<file path="config.mk">
export PLATFORM = sky130hd
export DESIGN_NAME = ecc_result_serializer
export DESIGN_NICKNAME = d
export VERILOG_FILES = /design/src/rtl/ecc_pkg.sv /design/src/rtl/ecc_pt_fifo.sv /design/src/rtl/ecc_result_serializer.sv
export SDC_FILE = /design/constraint.sdc
export NUM_CORES = 1
export LEC_CHECK = 0
export ABC_AREA = 1
export CAP_MARGIN = 20
export CORE_MARGIN = 2
export CORE_UTILIZATION = 50
export CTS_BUF_LIST = sky130_fd_sc_hd__clkbuf_4
export CTS_CLUSTER_DIAMETER = 80
export DETAILED_ROUTE_END_ITERATION = 10
export PLACE_DENSITY = 0.72
export SYNTH_ARGS = -nofsm -noshare
export SYNTH_HDL_FRONTEND = slang
export SYNTH_SLANG_ARGS = --single-unit
</file>
<file path="constraint.sdc">
create_clock -name clk -period 41.4 [get_ports clk]
set_input_delay 8.28 -clock clk [delete_from_list [all_inputs] [get_ports clk]]
set_output_delay 8.28 -clock clk [all_outputs]
set_load 0.1 [all_outputs]
</file>
<file path="src/rtl/ecc_pkg.sv">
// ecc_pkg: shared widths and the point type for the ECC result path.
package ecc_pkg;
    localparam int DATA_WIDTH      = 192;
    localparam int WORD_WIDTH      = 32;
    localparam int WORDS_PER_COORD = DATA_WIDTH / WORD_WIDTH;
    localparam int WORDS_PER_PT    = 2 * WORDS_PER_COORD;
    typedef struct packed {
        logic [DATA_WIDTH-1:0] x;
        logic [DATA_WIDTH-1:0] y;
    } pt_t;
endpackage

</file>
<file path="src/rtl/ecc_pt_fifo.sv">
// ecc_pt_fifo: two-entry point buffer; callers only push when there is room
// (or when a pop frees the head in the same cycle).
module ecc_pt_fifo
    import ecc_pkg::*;
(
    input  logic       clk,
    input  logic       rst,
    input  logic       push,
    input  logic       pop,
    input  pt_t        wr_pt,
    output logic       full,
    output logic       empty,
    output logic [1:0] count,
    output pt_t        head
);
    pt_t  mem [2];
    logic wr_ptr;
    logic rd_ptr;
    always_ff @(posedge clk) begin
        if (rst) begin
            count  <= 2'd0;
            wr_ptr <= 1'b0;
            rd_ptr <= 1'b0;
        end else begin
            if (push) wr_ptr <= ~wr_ptr;
            if (pop) rd_ptr <= ~rd_ptr;
            count <= count + {1'b0, push} - {1'b0, pop};
        end
    end
    always_ff @(posedge clk) begin
        if (push) mem[wr_ptr] <= wr_pt;
    end
    assign full  = count == 2'd2;
    assign empty = count == 2'd0;
    assign head  = mem[rd_ptr];
endmodule

</file>
<file path="src/rtl/ecc_result_serializer.sv">
// ecc_result_serializer: streams buffered (x, y) results as MSW-first words,
// x before y, with a sticky flag for points dropped while the buffer is full.
module ecc_result_serializer #(
    parameter int DATA_WIDTH = 192,
    parameter int WORD_WIDTH = 32
) (
    input  logic                  clk,
    input  logic                  rst,
    input  logic [DATA_WIDTH-1:0] Rx,
    input  logic [DATA_WIDTH-1:0] Ry,
    input  logic                  pt_valid,
    output logic [WORD_WIDTH-1:0] m_data,
    output logic                  m_valid,
    input  logic                  m_ready,
    output logic                  m_last,
    output logic                  ovf,
    output logic                  busy
);
    import ecc_pkg::pt_t;
    localparam int WPP = 2 * DATA_WIDTH / WORD_WIDTH;
    localparam int IW  = $clog2(WPP);
    localparam logic [IW-1:0] LAST_IDX = IW'(WPP - 1);
    pt_t                    in_pt;
    pt_t                    head;
    logic                   full;
    logic                   empty;
    logic [1:0]             count;
    logic [IW-1:0]          idx;
    logic [2*DATA_WIDTH-1:0] flat;
    logic                   xfer;
    logic                   pop;
    logic                   push;
    assign in_pt = {Rx, Ry};
    ecc_pt_fifo u_fifo (
        .clk   (clk),
        .rst   (rst),
        .push  (push),
        .pop   (pop),
        .wr_pt (in_pt),
        .full  (full),
        .empty (empty),
        .count (count),
        .head  (head)
    );
    assign flat    = {head.x, head.y};
    assign m_valid = !empty;
    assign busy    = count != 2'd0;
    assign m_last  = m_valid && idx == LAST_IDX;
    assign m_data  = flat[2*DATA_WIDTH-1 - int'(idx)*WORD_WIDTH -: WORD_WIDTH];
    assign xfer    = m_valid && m_ready;
    assign pop     = xfer && m_last;
    // A full buffer still accepts a point when the head's last word leaves now.
    assign push    = pt_valid && (!full || pop);
    always_ff @(posedge clk) begin
        if (rst) begin
            idx <= '0;
            ovf <= 1'b0;
        end else begin
            if (xfer) idx <= m_last ? '0 : idx + 1'b1;
            if (pt_valid && full && !pop) ovf <= 1'b1;
        end
    end
endmodule
</file>
### After elaboration in Yosys (flattened, before gate mapping)

Memory sizes are Yosys's and may differ from the RTL's. A register that Yosys moved wholly into a read port is not among the register bits.
Index checks and enable logic that the tools add are counted.

* add/sub/neg operators: 4
* equality and inequality tests: 2
* shift-type cells: 1
* bitwise operators: 2
* mux-type cells: 5
* reduce and logical (&&, ||, !) cells: 12

Operators with widths (number)
* indexed part select 415 x 10 -> 32 bit: 1
* subtractor 9 x 9 -> 10 bit, first input constant: 1
* logical AND 1 bit: 6
* adder 4 x 1 -> 4 bit, second input constant: 1
* == test 4 bit, second input constant: 1
* 2-to-1 mux 1 bit: 4
* 2-to-1 mux 4 bit: 1
* logical NOT 1 bit: 3
* adder 2 x 1 -> 2 bit: 1
* == test 2 bit, second input constant: 1
* logical NOT 2 bit: 1
* NOT 1 bit: 2
* nonzero test 2 bit: 1
* subtractor 2 x 1 -> 2 bit: 1
* logical OR 1 bit: 1

* memories: 1
* word-level logic and storage cells: 32
* memory bits (writable): 768
* bits in registers: 9
* output and inout port bits: 36
* input bits: 388

Memories
* u_fifo.mem: depth 2, bits a word 384, read ports 1, clocked after Yosys merged registers in 1, write ports 1, RTL line ecc_pt_fifo.sv:16 `pt_t mem [2];`

### Longest topological paths before layout

Gate-level depths: netlist of run 1.

* depth after elaboration: 8
* mapped depth: 14

### Modules after synthesis

Synthesis of run 1 repeated with hierarchy kept, for this count alone.

* cells, all modules: 2444
* area total of the unflattened synthesis: 34941.0 um^2

By module, submodules not included
* ecc_pt_fifo: area an instance 29488.3 um^2, cells each 1225, times used 1
* ecc_result_serializer: area an instance 5452.7 um^2, cells each 1219, times used 1

### Worst setup path after synthesis of run 1

Ideal clock, no wire load.

* path kind: input-to-reg
* from: input m_ready
* to: memory u_fifo.mem[0][0] in the netlist's numbering, enable pin
* arrival: 24.799 ns
* slack: 15.461 ns
* setup time: 1.141 ns
* cell stages on the path: 6
* data required time: 40.259 ns
* cell sequence: inv_1 > nor2_2 > nand2_1 > nand3_1 > nand2_1 > nor2_1

* longest elaborated chain between the ends: 6

Ends and longest elaborated chain
* start: declaration: RTL line ecc_result_serializer.sv:14 `input logic m_ready,`
* logical AND 1 bit: RTL line ecc_result_serializer.sv:50 `assign xfer = m_valid && m_ready;`
* logical AND 1 bit: RTL line ecc_result_serializer.sv:51 `assign pop = xfer && m_last;`
* logical OR 1 bit: RTL line ecc_result_serializer.sv:53 `assign push = pt_valid && (!full || pop);`
* logical AND 1 bit: RTL line ecc_result_serializer.sv:53
* 2-to-1 mux 1 bit: RTL line ecc_pt_fifo.sv:31 `if (push) mem[wr_ptr] <= wr_pt;`
* 2-to-1 mux 1 bit (implied by the code): RTL line ecc_pt_fifo.sv:31
* end: declaration: RTL line ecc_pt_fifo.sv:16

Every way passes these cells.

### Worst setup path in the final report of run 1

* from: register idx[2]
* to: output m_data[13]

* longest elaborated chain between the ends: 2

Ends and longest elaborated chain
* start: declaration: RTL line ecc_result_serializer.sv:28 `logic [IW-1:0] idx;`
* start signal: assignment: RTL line ecc_result_serializer.sv:59 `if (xfer) idx <= m_last ? '0 : idx + 1'b1;`
* subtractor 9 x 9 -> 10 bit: RTL line ecc_result_serializer.sv:49 `assign m_data = flat[2*DATA_WIDTH-1 - int'(idx)*WORD_WIDTH -: WORD_WIDTH];`
* indexed part select 415 x 10 -> 32 bit: RTL line ecc_result_serializer.sv:49
* end: declaration: RTL line ecc_result_serializer.sv:12 `output logic [WORD_WIDTH-1:0] m_data,`

Every way passes these cells.

==> flow_summary_export.csv, run 1 <==
group,metric,value,unit
clocking,cts_sinks,778,
placement,numPortBuffers,423,
power_and_ir_drop,p_clk_share,34.1,%
clocking,cts_setup_buffers,0,
yosys,ys_seq_area_share,69.82,%
power_and_ir_drop,sw_frac_of_total,26.69,%
critical_path,cp.arrival,6590,ps
clocking,cts_root_buf,"clkbuf_4",
yosys,syn_avg_cell_area,10.45,um2
sta,maxSlewHeadroom,10.32,%
floorplan,die-area,68720,um2
yosys,synth.ff_latch_count,778,
min_path,hold_path.class,"register to register",
clocking,htree_levels,4,
clocking,cts_tree,"yes",
yosys,syn_inst,3188,
global_route,track_usage,27.41,%
critical_path,cp.required,33120,ps
yosys,yosysWarnings,0,
detailed_routing,drt_iter0_drc,2852,
flow_run,maxCapViolations,0,
critical_path,timing.rr.start,"idx[1]",
critical_path,cp_num_cells,14,
critical_path,cp_common_cell,"nand2_1",
detailed_routing,routed_wl,94730,um
power_and_ir_drop,total_leakage_power,16.29,nW
critical_path,crit_buf_inv,5,
sta,setup-tns-final,0,ps
detailed_routing,wl_per_cell,20.45,um
detailed_routing,wl_met2,45950,um
critical_path,worst_setup_path_start_kind,"register",
layout,syn_to_final_growth,20.56,%
sta,hold_viol,0,
global_route,grt_pass1_vias,23720,
sta,post-route-min-period,14870,ps
placement,gp_congestion,0.8281,
detailed_routing,routed_via_density,5.357,
yosys,synth_cell_type_count,23,
sta,skew,39.02,ps
yosys,syn_nets,3580,
critical_path,r2r_slack,36130,ps
floorplan,core_area,65860,um2
floorplan,dieWidth,262.1,um
detailed_routing,ant_nets,0,
global_route,grt_max_degree,226,
power_and_ir_drop,pwr_density_cell,44.47,nW/um2
sta,drv_slew,0,
clocking,ctsHoldBuffers,0,
layout,fin_nets,4014,
layout,final_util,60.99,%
outcome,status,"finished clean",
detailed_routing,top_layer,"met5",
critical_path,crit_path_start,"idx[2]",
clocking,clk_path_buf_depth,3,
sta,finalCritPeriodShare,35.91,%
layout,drive_above_1_share,8.620,%
critical_path,crit_chain,"ha_2 > buf_4 > clkinv_8 > buf_4 > buf_4 > nand3_1 > nand2_1 > nand2_1 > nand2_1 > nand2_1 > nand2_1 > nand2_1 > nand2_1 > clkdlybuf4s50_1",
sta,rsz0062_at_grt,"false",
global_route,grt-ovfl-total,0,
clocking,clk-insertion-delay-late,1000,ps
critical_path,crit_slowest_cell,"clkdlybuf4s50_1",
critical_path,critPathKind,"register to output pin",
detailed_routing,wl_met1,36850,um
sta,worst_slew_pin_slew,1345,ps
sta,fmax,0.06727,GHz
critical_path,cp_max_fo,180,
floorplan,io_pins,424,
yosys,netlist_area,33320,um2
detailed_routing,vias,24810,
critical_path,r2r_end,"u_fifo.mem[1][33]",
detailed_routing,drc,0,
power_and_ir_drop,seqPwrFrac,52.4,%
global_route,grt_pass1_wl,139500,um
global_route,antenna_found_initial,28,
power_and_ir_drop,power.total,1.786,mW
power_and_ir_drop,p_switching,0.4768,mW
power_and_ir_drop,pwr-share-comb,13.5,%
critical_path,crit_path_end_kind,"output pin",
floorplan,num_rows,94,
critical_path,rr_worst_depth,10,
clocking,post_cts_resized,0,
sta,setup_viol_count_final,0,
power_and_ir_drop,power.internal,1.310,mW
placement,dpl.hpwl,58180,um
critical_path,crit_family,"buffers and inverters",
critical_path,cp-endpoint,"m_data[13]",
clocking,cts.clk_slew.worst_paths,60,ps
clocking,cts_buffers,194,
critical_path,slowest_delay,1150,ps
detailed_routing,wl_met3,8821,um
floorplan,die_y,262.1,um
floorplan,start_util,50.59,%
detailed_routing,dr.pass1.iters,6,
min_path,holdPathStages,2,
power_and_ir_drop,ir_worst_vdd,0.00003432,V
Yosys cell counts:
| cell | number | area [um2] |
|---|---|---|
| nand2_1 | 1704 | 6396 |
| edfxtp_1 | 768 | 23060 |
| nand3_1 | 258 | 1291 |
| buf_2 | 129 | 645.6 |
| a21oi_1 | 100 | 500.5 |
| o21ai_0 | 40 | 200.2 |
| clkbuf_1 | 37 | 138.9 |
| nand4_1 | 34 | 212.7 |
| o21ai_1 | 29 | 145.1 |
| buf_4 | 24 | 180.2 |
| inv_1 | 12 | 45.04 |
| nor2_1 | 11 | 41.29 |
| buf_1 | 10 | 37.54 |
| dfxtp_1 | 10 | 200.2 |
| buf_6 | 8 | 90.09 |
| ha_1 | 4 | 50.05 |
| xor2_1 | 3 | 26.28 |
| inv_4 | 2 | 12.51 |
| buf_12 | 1 | 20.02 |
| inv_2 | 1 | 3.750 |
| inv_6 | 1 | 8.760 |
| nor2_2 | 1 | 6.260 |
| nor3_1 | 1 | 5.000 |
worst min-delay path: cells and delay by family, from the launching register on:
family | cells | cell delay [ps]
flops | 1 | 310
buf+inv | 1 | 50
compound gates | 1 | 50
worst min-delay path by stage:
stage                  start            end
2_1_floorplan  u_fifo.wr_ptr  u_fifo.wr_ptr
3_3_place_gp             ovf            ovf
3_5_place_dp             ovf            ovf
4_1_cts                  ovf            ovf
5_1_grt                  ovf            ovf
6_report                 ovf            ovf
through the flow:
stage / cells / hold WS (ps) / worst slack [ps] / instance area, um2
global route: 4628 / 477.2 / 26080 / 40160
detailed placement: 4290 / 444.9 / 27500 / 37810
floorplan: 3188 / 459.0 / 15460 / 33320
CTS: 4611 / 455.5 / 26340 / 40120
global placement: 4290 / 442.2 / 27640 / 37810
finish: 4631 / 454.0 / 26530 / 40170
registers in the layout, summed over array words and instances (netlist names), named ones only:
signal / count
idx: 4
u_fifo.mem: 768
u_fifo.count: 2
u_fifo.wr_ptr: 1
ovf: 1
u_fifo.rd_ptr: 1
kinds of logic after synthesis:
logic type / count (synthesis) / share of synthesized area (%)
AND/OR/NAND/NOR: 2009 / 23.87
flip-flops: 778 / 69.82
buffers and inverters: 225 / 3.549
AO/OA/AOI/OAI: 169 / 2.538
adder cells (fa/ha/maj): 4 / 0.1502
XOR/XNOR: 3 / 0.07887
power by group through the flow:
stage / logic [mW] / registers (mW) / clock network, mW
5_1_grt: 0.260 / 0.939 / 0.662
6_report: 0.242 / 0.935 / 0.609
3_3_place_gp: 0.240 / 0.950 / 0
4_1_cts: 0.242 / 0.935 / 0.624
2_1_floorplan: 0.137 / 0.978 / 0
3_5_place_dp: 0.241 / 0.952 / 0
cells in the final DEF (no fill, tap or decap):
master,Yosys,layout
a21oi_1,100,100
buf_12,1,4
clkbuf_4,0,271
nand4_1,34,34
dfxtp_1,10,6
ha_2,0,1
buf_4,24,20
o21ai_1,29,29
nor2_2,1,1
ha_1,4,3
clkdlybuf4s50_1,0,423
inv_4,2,1
nand3_1,258,258
inv_6,1,2
nor2_4,0,2
inv_1,12,11
dfxtp_2,0,1
clkinvlp_4,0,4
inv_2,1,2
clkinv_1,0,35
nor3_1,1,1
inv_8,0,1
bufinv_16,0,2
o21ai_0,40,40
xor2_1,3,3
nor2_1,11,9
edfxtp_1,768,768
diode_2,0,20
clkinv_8,0,2
dfxtp_4,0,3
clkinv_2,0,5
clkinv_4,0,1
nand2_1,1704,1704
per-layer routing:
metal | up-vias | global-route usage (%)
met2 | 1205 | 43.55
met5 | - | 0
met4 | 14 | 11.90
met1 | 11700 | 35.95
li1 | 11720 | -
met3 | 166 | 6.896
area by class of cell:
class                           instances  area (um2)
Fill cell                            5329       25690
Sequential cell                       778       23270
Multi-Input combinational cell       2185        8892
Timing Repair Buffer                  447        4464
Clock buffer                          271        2034
Tap cell                              864        1081
Clock inverter                         50       275.3
Inverter                               16       96.34
Antenna cell                           20       50.05
No activity file was read; power rests on OpenSTA's default activity.
==> run 2, diff against run 1 <==
--- a/config.mk
+++ b/config.mk
@@ -12,7 +12,7 @@
 export CTS_BUF_LIST = sky130_fd_sc_hd__clkbuf_4
 export CTS_CLUSTER_DIAMETER = 80
 export DETAILED_ROUTE_END_ITERATION = 10
-export PLACE_DENSITY = 0.72
+export PLACE_DENSITY = 0.75
 export SYNTH_ARGS = -nofsm -noshare
 export SYNTH_HDL_FRONTEND = slang
 export SYNTH_SLANG_ARGS = --single-unit
==> constraint.sdc (replaced) <==
create_clock -name clk -period 13.25 [get_ports clk]
set_input_delay 2.65 -clock clk [delete_from_list [all_inputs] [get_ports clk]]
set_output_delay 2.65 -clock clk [all_outputs]
set_load 0.1 [all_outputs]
==> flow_summary_export.csv, run 2 (same netlist as run 1, synthesis figures left out) <==
group,metric,value,unit
sta,rsz0062_at_grt,"false",
clocking,post_cts_resized,0,
layout,syn_to_final_growth,21.11,%
sta,drv_slew,0,
global_route,antenna_found_initial,25,
global_route,grt_pass1_wl,142700,um
placement,gp_congestion,0.7963,
clocking,cts_setup_buffers,0,
flow_run,maxCapViolations,0,
power_and_ir_drop,p_switching,1.515,mW
sta,post-route-min-period,8705,ps
detailed_routing,routed_wl,97490,um
global_route,track_usage,28.18,%
power_and_ir_drop,ir_worst_vdd,0.00007582,V
floorplan,io_pins,424,
min_path,hold_path.class,"register to register",
detailed_routing,drt_iter0_drc,2827,
outcome,status,"finished clean",
global_route,grt-ovfl-total,0,
floorplan,core_area,65860,um2
clocking,htree_levels,4,
layout,largest_register_ffs,768,
layout,reg_top3,"u_fifo.mem (768), idx (4), u_fifo.count (2)",
detailed_routing,drc,0,
power_and_ir_drop,p_clk_share,35.3,%
layout,drive_above_1_share,9.103,%
layout,layout_common_cells,"1,704 x nand2_1, 768 x edfxtp_1, 423 x clkdlybuf4s50_1",
critical_path,critPathKind,"register to output pin",
layout,fin_area,40350,um2
layout,layout_commonest_cell,"nand2_1",
sta,fmax,0.1149,GHz
clocking,cts_buffers,196,
sta,setup_viol_count_final,0,
sta,worst_slew_pin_slew,1298,ps
sta,maxSlewHeadroom,13.46,%
clocking,cts_root_buf,"clkbuf_4",
critical_path,crit_path_end_kind,"output pin",
placement,dp.cells,4290,
critical_path,cp_max_fo,178,
clocking,clk_path_buf_depth,3,
placement,post_dp_cell_area,37810,um2
layout,top_register,"u_fifo.mem",
floorplan,start_util,50.59,%
placement,numPortBuffers,423,
power_and_ir_drop,sw_frac_of_total,26.67,%
detailed_routing,wl_per_cell,20.98,um
sta,fin_hold_ws,502.5,ps
detailed_routing,routed_via_density,5.337,
detailed_routing,vias,24800,
power_and_ir_drop,pwr_density_cell,140.8,nW/um2
floorplan,die-area,68720,um2
detailed_routing,ant_nets,0,
layout,final_util,61.27,%
clocking,cts_tree,"yes",
critical_path,worst_setup_path_start_kind,"register",
power_and_ir_drop,power.internal,4.166,mW
floorplan,num_rows,94,
clocking,ctsHoldBuffers,0,
detailed_routing,dr.pass1.iters,6,
global_route,grt_max_degree,207,
layout,fin_nets,4017,
clocking,cts_sinks,778,
global_route,grt_pass1_vias,23950,
floorplan,dieWidth,262.1,um
sta,hold_viol,0,
critical_path,r2r_slack,8330,ps
power_and_ir_drop,total_leakage_power,16.40,nW
sta,skew,42.70,ps
critical_path,cp.arrival,6050,ps
sta,finalCritPeriodShare,65.70,%
clocking,clk-insertion-delay-late,1000,ps
clocking,cts.clk_slew.worst_paths,60,ps
power_and_ir_drop,seqPwrFrac,51.5,%
floorplan,die_y,262.1,um
power_and_ir_drop,pwr-share-comb,13.2,%
critical_path,cp.required,10600,ps
layout,stdcell_count,4647,
placement,dpl.hpwl,60040,um
run 2: path summary, 6_finish.rpt:
check                                          end  depth (start not counted)          start
worst min-delay path                      register                          2  u_fifo.rd_ptr
worst max-delay path                    m_data[26]                         13         idx[2]
worst min register to register            register                          2  u_fifo.rd_ptr
worst max register to register  u_fifo.mem[1][210]                         10         idx[0]
run 2: metal layers:
metal	vias up	GRT usage [%]	share of wire [%]
met5	-	0	0.15
met4	22	12.45	3.6
met3	213	7.215	8.6
met2	1157	44.43	48
met1	11680	37.07	40
li1	11730	-	-
run 2: worst max-delay path: stages, from the launching register on:
cell and delay [ps]:
dfxtp_2 970, ha_2 310, buf_4 470, clkinv_8 680, buf_4 660, nand3_1 210
nand2_1 70, nand2_1 50, nand2_1 80, nand2_1 60, nand2_1 110, nand2_1 140
nand2_1 120, clkdlybuf4s50_1 990
run 2: area by class of cell:
cell class              instances  area, um2
well taps                     864       1081
flip-flops and latches        778      23270
inverters                      16      96.34
fillers                      5319      25510
multi-input cells            2185       8892
clock inverters                55      332.8
diodes                         15      37.54
repair buffers                448       4492
clock buffers                 286       2147
run 2: power by group through the flow:
stage / Clock (mW) / Sequential (mW) / Combinational [mW]
floorplan: 0 / 3.01 / 0.429
global placement: 0 / 2.97 / 0.742
detailed placement: 0 / 2.97 / 0.747
CTS: 2.05 / 2.92 / 0.751
global route: 2.17 / 2.93 / 0.807
finish: 2.01 / 2.92 / 0.750
run 2: stage by stage:
step	worst slack (ps)	setup TNS, ps	power, mW
3_3_place_gp	5661	0	3.710
2_1_floorplan	-555.8	-426730	3.443
6_report	4545	0	5.681
3_5_place_dp	5639	0	3.722
5_1_grt	4220	0	5.907
4_1_cts	4466	0	5.721
